File: src/rtl/rom_loader.sv
// rom_loader: boot sequencer that loads a Hack program image from a UART
// byte stream into instruction memory and holds the CPU in reset until done.
// Frame: SYNC_BYTE, LEN_HI, LEN_LO, 2*LEN data bytes (big-endian words),
// plus one XOR checksum byte when ROM_LOADER_CHECKSUM_EN is defined.
// Ports:
//   clk, reset (sync, active-low)        : clock / reset
//   rx_data, rx_valid                    : UART byte stream in
//   start                                : pulse to re-enter load mode
//   wr_en, wr_addr, wr_data              : instruction-memory write port
//   cpu_reset                            : active-high CPU reset
//   busy, done, error                    : frame / loaded / aborted status
module rom_loader #(
  parameter int          ADDR_WIDTH     = 15,
  parameter int          TIMEOUT_CYCLES = 27000000,
  parameter logic [7:0]  SYNC_BYTE      = 8'hA5
) (
  input  logic                  clk,
  input  logic                  reset,
  input  logic [7:0]            rx_data,
  input  logic                  rx_valid,
  input  logic                  start,
  output logic                  wr_en,
  output logic [ADDR_WIDTH-1:0] wr_addr,
  output logic [15:0]           wr_data,
  output logic                  cpu_reset,
  output logic                  busy,
  output logic                  done,
  output logic                  error
);

  localparam int CW = ADDR_WIDTH + 1;
  localparam int TW = (TIMEOUT_CYCLES > 1) ?
                      $clog2(TIMEOUT_CYCLES) : 1;
  localparam logic [TW-1:0] TMO_MAX = TW'(TIMEOUT_CYCLES - 1);
  localparam logic [31:0]   MAX_LEN = 32'(2 ** ADDR_WIDTH);

  typedef enum logic [3:0] {
    S_WAIT_SYNC,
    S_LEN_HI,
    S_LEN_LO,
    S_DATA_HI,
    S_DATA_LO,
`ifdef ROM_LOADER_CHECKSUM_EN
    S_CHK,
`endif
    S_FLUSH,
    S_RUN,
    S_ERROR
  } state_t;

  state_t          r_state;
  logic [15:0]     r_len;
  logic [7:0]      r_hi;
  logic [CW-1:0]   r_cnt;
  logic [TW-1:0]   r_tmo;
  logic            r_wr_en;
  logic [ADDR_WIDTH-1:0] r_wr_addr;
  logic [15:0]     r_wr_data;
  logic            r_cpu_reset;
  logic            r_busy;
  logic            r_done;
  logic            r_error;
`ifdef ROM_LOADER_CHECKSUM_EN
  logic [7:0]      r_chk;
`endif

  logic [15:0]     w_len;
  logic [CW-1:0]   w_cnt_nxt;
  logic            w_last;
  logic            w_wait;
  logic            w_sync;

  assign w_len     = {r_len[15:8], rx_data};
  assign w_cnt_nxt = r_cnt + CW'(1);
  assign w_last    = 32'(w_cnt_nxt) == 32'(r_len);
  assign w_sync    = rx_valid && (rx_data == SYNC_BYTE);

  // States that are waiting for a byte inside a frame.
  always_comb begin
    w_wait = 1'b0;
    case (r_state)
      S_LEN_HI, S_LEN_LO,
      S_DATA_HI, S_DATA_LO: w_wait = 1'b1;
`ifdef ROM_LOADER_CHECKSUM_EN
      S_CHK:                w_wait = 1'b1;
`endif
      default:              w_wait = 1'b0;
    endcase
  end

  always_ff @(posedge clk) begin
    if (!reset) begin
      r_state     <= S_WAIT_SYNC;
      r_len       <= '0;
      r_hi        <= '0;
      r_cnt       <= '0;
      r_tmo       <= '0;
      r_wr_en     <= 1'b0;
      r_wr_addr   <= '0;
      r_wr_data   <= '0;
      r_cpu_reset <= 1'b1;
      r_busy      <= 1'b0;
      r_done      <= 1'b0;
      r_error     <= 1'b0;
`ifdef ROM_LOADER_CHECKSUM_EN
      r_chk       <= '0;
`endif
    end else begin
      r_wr_en <= 1'b0;
      if (w_wait && !rx_valid) begin
        // Idle inside a frame: count toward abort.
        if (r_tmo == TMO_MAX) begin
          r_state <= S_ERROR;
          r_busy  <= 1'b0;
          r_error <= 1'b1;
          r_tmo   <= '0;
        end else begin
          r_tmo <= r_tmo + TW'(1);
        end
      end else begin
        r_tmo <= '0;
        case (r_state)
          S_WAIT_SYNC: begin
            if (w_sync) begin
              r_state <= S_LEN_HI;
              r_busy  <= 1'b1;
              r_cnt   <= '0;
`ifdef ROM_LOADER_CHECKSUM_EN
              r_chk   <= '0;
`endif
            end
          end
          S_LEN_HI: begin
            r_len[15:8] <= rx_data;
            r_state     <= S_LEN_LO;
          end
          S_LEN_LO: begin
            r_len[7:0] <= rx_data;
            if (32'(w_len) > MAX_LEN) begin
              r_state <= S_ERROR;
              r_busy  <= 1'b0;
              r_error <= 1'b1;
            end else if (w_len == 16'h0) begin
`ifdef ROM_LOADER_CHECKSUM_EN
              r_state <= S_CHK;
`else
              r_state <= S_FLUSH;
`endif
            end else begin
              r_state <= S_DATA_HI;
            end
          end
          S_DATA_HI: begin
            r_hi    <= rx_data;
            r_state <= S_DATA_LO;
`ifdef ROM_LOADER_CHECKSUM_EN
            r_chk   <= r_chk ^ rx_data;
`endif
          end
          S_DATA_LO: begin
            r_wr_en   <= 1'b1;
            r_wr_data <= {r_hi, rx_data};
            r_wr_addr <= r_cnt[ADDR_WIDTH-1:0];
            r_cnt     <= w_cnt_nxt;
`ifdef ROM_LOADER_CHECKSUM_EN
            r_chk     <= r_chk ^ rx_data;
`endif
            if (w_last) begin
`ifdef ROM_LOADER_CHECKSUM_EN
              r_state <= S_CHK;
`else
              r_state <= S_FLUSH;
`endif
            end else begin
              r_state <= S_DATA_HI;
            end
          end
`ifdef ROM_LOADER_CHECKSUM_EN
          S_CHK: begin
            if (rx_data == r_chk) begin
              r_state <= S_FLUSH;
            end else begin
              r_state <= S_ERROR;
              r_busy  <= 1'b0;
              r_error <= 1'b1;
            end
          end
`endif
          // Lets the final write land before the CPU leaves reset.
          S_FLUSH: begin
            r_state     <= S_RUN;
            r_busy      <= 1'b0;
            r_done      <= 1'b1;
            r_cpu_reset <= 1'b0;
          end
          S_RUN: begin
            if (start) begin
              r_state     <= S_WAIT_SYNC;
              r_cpu_reset <= 1'b1;
              r_done      <= 1'b0;
            end
          end
          S_ERROR: begin
            if (start) begin
              r_state <= S_WAIT_SYNC;
              r_error <= 1'b0;
            end else if (w_sync) begin
              r_state <= S_LEN_HI;
              r_busy  <= 1'b1;
              r_error <= 1'b0;
              r_cnt   <= '0;
`ifdef ROM_LOADER_CHECKSUM_EN
              r_chk   <= '0;
`endif
            end
          end
          default: r_state <= S_WAIT_SYNC;
        endcase
      end
    end
  end

  assign wr_en     = r_wr_en;
  assign wr_addr   = r_wr_addr;
  assign wr_data   = r_wr_data;
  assign cpu_reset = r_cpu_reset;
  assign busy      = r_busy;
  assign done      = r_done;
  assign error     = r_error;

endmodule
File: config.mk
export PLATFORM = sky130hd
export DESIGN_NAME = rom_loader
export DESIGN_NICKNAME = d
export VERILOG_FILES = /design/src/rtl/rom_loader.sv
export SDC_FILE = /design/constraint.sdc
export NUM_CORES = 1
export LEC_CHECK = 0
export CAP_MARGIN = 20
export CORE_AREA = 5 5 88 122
export DETAILED_ROUTE_END_ITERATION = 8
export DIE_AREA = 0 0 93 127
export PLACE_DENSITY = 0.78
export SLEW_MARGIN = 0
export SYNTH_ARGS = -nofsm -noshare
export SYNTH_HDL_FRONTEND = slang
export SYNTH_SLANG_ARGS = --single-unit
File: constraint.sdc
create_clock -name clk -period 4.9 [get_ports clk]
set_input_delay 0.98 -clock clk [delete_from_list [all_inputs] [get_ports clk]]
set_output_delay 0.98 -clock clk [all_outputs]
set_load 0.02 [all_outputs]
==> flow_results.org <==
** Clocking
- Post-CTS setup buffer count :: 0
- For this design, the CTS-stage hold fixing added 0 buffers.
- The later pin in the worst-skew pair is clocked with a latency of about 350 ps.
- The H-tree was split into 3 levels.
- The cell sitting at the root of the clock tree is a clkbuf_16.
- Clock slew at the register clock pins of the worst setup and hold paths :: ~70 ps
- Once the clock tree was built, the resizer swapped 0 gates to a different size.
- TritonCTS built the clock tree.
- The longest clock path from root to sink contains 2 buffers.
- Counting the buffers created by CTS gives 9.
- Total number of clock tree sinks :: ~110

** Logic synthesis
- Most used DFF post-synth :: dfxtp_1
- Number of synthesized flops with an enable pin :: 0
- Counting distinct cell types in the post-synthesis netlist gives 54.
- Post-synthesis sequential area ratio :: 0.415
- Netlist area before placement :: slightly above 0.005 mm^2
- Counting every instance in the synthesized netlist gives approximately 590.
- In this run the mean area of a mapped cell was around 8.5 um^2.
- Async set-reset flop share out of synthesis :: 0
- For this run, the number of Yosys warnings is 0.
- FF+latch count, synth :: ~110
- Number of nets produced by synthesis :: about 610

** Drt
- Aggregate routed wire length :: 11700 um
- Total number of vias :: ~4200
- After detailed routing, the average wire length per cell comes to roughly 16 um.
- The first routing iteration left approximately 380 violations.
- DRC :: 0
- Number of routed nets with antenna violations :: 0
- Number of vias per cell after detailed routing :: between 5 and 6
- Number of detailed-route iterations in the first pass :: 6

** Floorplanning
- Measured along the x axis, the die boundary spans between 90 and 100 um.
- Num ports :: 48
- Initial Utilization :: 0.535
- Measured along the y axis, the die boundary spans around 130 um.
- The die covers roughly 0.012 mm^2.
- Area of the core :: approximately 0.0095 mm^2
- Row generation in the floorplan step produced 42 rows.

** Critical path
- The signal on the critical path passes through clkdlybuf4s50_1 -> nor4_2 -> nand4_1 -> xor2_1 -> o311ai_0 -> o221ai_1 -> a21oi_1.
- At the worst endpoint, the arrival time is approximately 3400 ps.
- Data required time of the worst path :: 5170 ps
- Counting both buffers and inverters, the worst setup path holds a total of 1.
- Largest stage delay, worst path :: 580 ps
- Endpoint kind of the worst setup timing path :: flip-flop
- The worst setup path is launched from a primary input.
- Critical path class :: in -> reg
- Among all stages on the critical path, the largest delay is contributed by nor4_2.
- Biggest fanout along the worst timing path :: 5
- The kind of cell with the highest combined delay along the critical path is simple AND/OR/NAND/NOR gates.

** Final layout
- For this run, the number of standard cells in the final layout without fillers is ~730.
- Number of filler instances in the final layout :: a little over 800
- Area growth from synthesis to layout :: 14.9%
- Of the cells placed in the final design, the portion with a size suffix greater than 1 is 0.0580.
- Final nets :: 630
- For this run, the share of the core covered by cells in the final layout is 0.615.
- 0 antenna diodes ended up in the layout.

** Global routing
- Global-route wire length before repair :: ~20000 um
- Entering global routing, the biggest net connects 82 pins.
- Via count of the first global-routing pass :: roughly 4200
- After global routing the overflow that remains totals 0.
- The number of antenna violations at the first check in global routing was 0.
- Across every metal layer, demand over resource in global routing totals 0.204.

** Placement
- Routability-driven placement finished with a final weighted congestion of 0.914.
- Half-perimeter wire length after placement :: around 8300 um
- Number of placed cells counting well taps :: between 700 and 800
- Worst slack, placed :: about 1500 ps
- During placement, the flow inserted port buffers numbering between 40 and 50.

** STA
- Setup skew after layout :: ~9.2 ps
- For the pin with the worst max-slew slack, the measured transition is between 1000 and 1500 ps.
- The smallest clock period supported by the final layout is computed as 3090 ps.
- Setup repair after global routing left no endpoint under its margin.
- Timing would allow up to ~0.32 GHz.
- Max-slew violations :: 0
- After routing, the total negative slack on setup checks comes to 0 ps.
- Once routing completed, OpenROAD measured the worst setup slack at 1810 ps.
- Headroom to the max-slew limit :: 0.304
- Count of final hold-check violations :: 0
- Number of endpoints failing setup at the final stage :: 0
- Of the available clock period, the critical path in the final layout requires 0.631.

** Min path
- Worst min path class :: reg -> reg

** Status
- The flow ran to the end, and the final reports show no timing, DRC or antenna violations.

** Power
- Pwr per Cell Area :: about 270 mW/mm^2
- Summed over all cells, the static leakage comes to a little under 0.002 uW.
- VDD sags by at most around 0.21 mV.

** Job
- The tool flagged a number of max-cap violations equal to 0.
cells in the mapped netlist, drive strengths merged (10+ instances only):
cell type  number  area share
mux2i          25       0.049
nand2          91       0.069
clkbuf         31       0.023
nand4          14       0.019
nor2b          31       0.038
nor2           49       0.036
dfxtp         105        0.42
a31oi          10       0.012
nor3           15       0.015
a21boi         46       0.068
nor4           10       0.016
o21ai          21       0.021
xor2           24       0.042
xnor2          23       0.040
nand3          18       0.018
cells by family after synthesis:
logic type	Yosys count	synth area share
simple gates	261	0.261
buf+inv	46	0.0371
fa+ha+maj	2	0.00494
other cells	1	0.000740
compound gates	106	0.148
flops	105	0.415
mux	26	0.0516
xor+xnor	47	0.0813
worst min-delay path, cell delays in order, from the launching register on:
cell	delay (ps)
dfxtp_1	310
nand2_1	40
a21boi_0	60
metrics by stage:
step	hold slack (ps)	instance area, um^2	power [uW]
final	462	5820	1580
after global routing	495	5820	1630
after CTS	468	5820	1590
after detailed placement	459	5540	912
after global placement	442	5540	911
after floorplan	430	5060	894
path summary, 6_finish.rpt:
| kind | slack [ps] | end | cells after the start | start |
|---|---|---|---|---|
| worst max-delay path | 1810 | r_state[2] | 7 | rx_data[1] |
| worst min register to register | 460 | wr_addr[9] | 2 | wr_addr[9] |
| worst max register to register | 2190 | r_state[1] | 7 | r_cnt[0] |
| worst min-delay path | 460 | wr_addr[9] | 2 | wr_addr[9] |
placed cells by master (no fill, tap or decap), types with 2 or more instances in the layout:
master,Yosys,final
a21oi_1,6,6
a211oi_1,3,3
xnor2_1,23,23
a21boi_0,46,46
o211ai_1,2,2
nor3b_1,3,3
dfxtp_1,105,105
nand3b_1,3,3
nand2b_1,5,5
and4_1,3,3
clkdlybuf4s50_1,0,46
o311ai_0,2,2
nand3_1,18,18
nor2_1,49,49
inv_1,7,7
nand2_1,90,90
o221ai_1,2,2
nor2b_1,31,31
nand4_1,13,13
o21a_1,4,4
o2111ai_1,2,2
o21ai_0,21,21
a31oi_1,10,10
nor4_2,3,4
or4_2,2,2
and2_1,2,2
or3_1,6,6
ha_1,2,2
inv_6,0,3
nor3_1,15,15
nor4_1,7,6
mux2i_1,25,25
clkinv_4,0,2
xor2_1,24,24
clkbuf_16,0,9
nand4b_1,3,3
buf_4,1,3
power breakdown:
group	switching, uW	internal (uW)
sequential	1.57	853
clock	329	355
combinational	19.2	18.0
area by class of cell:
type	count	area, um^2	share of cell area
Timing Repair Buffer	50	488	0.0838
Clock inverter	7	60.1	0.0103
Clock buffer	9	225	0.0387
Inverter	7	26.3	0.00451
Tap cell	110	138	0.0236
Multi-Input combinational cell	443	2780	0.478
Sequential cell	105	2100	0.361
flip-flops by register name (all words and copies together) (netlist names), 4 cells and up:
| name | cells |
|---|---|
| r_state | 4 |
| wr_addr | 15 |
| r_len | 16 |
| r_tmo | 25 |
| r_hi | 8 |
| wr_data | 16 |
| r_cnt | 16 |
routing by layer:
layer / GRT usage / share of wire / vias up
met2: 0.367 / 0.53 / 100
met1: 0.224 / 0.40 / 1989
met3: 0.0482 / 0.035 / 35
met4: 0.0958 / 0.037 / 0
li1: - / - / 2095
met5: 0 / 0 / -
(Power assumes the default switching activity.)
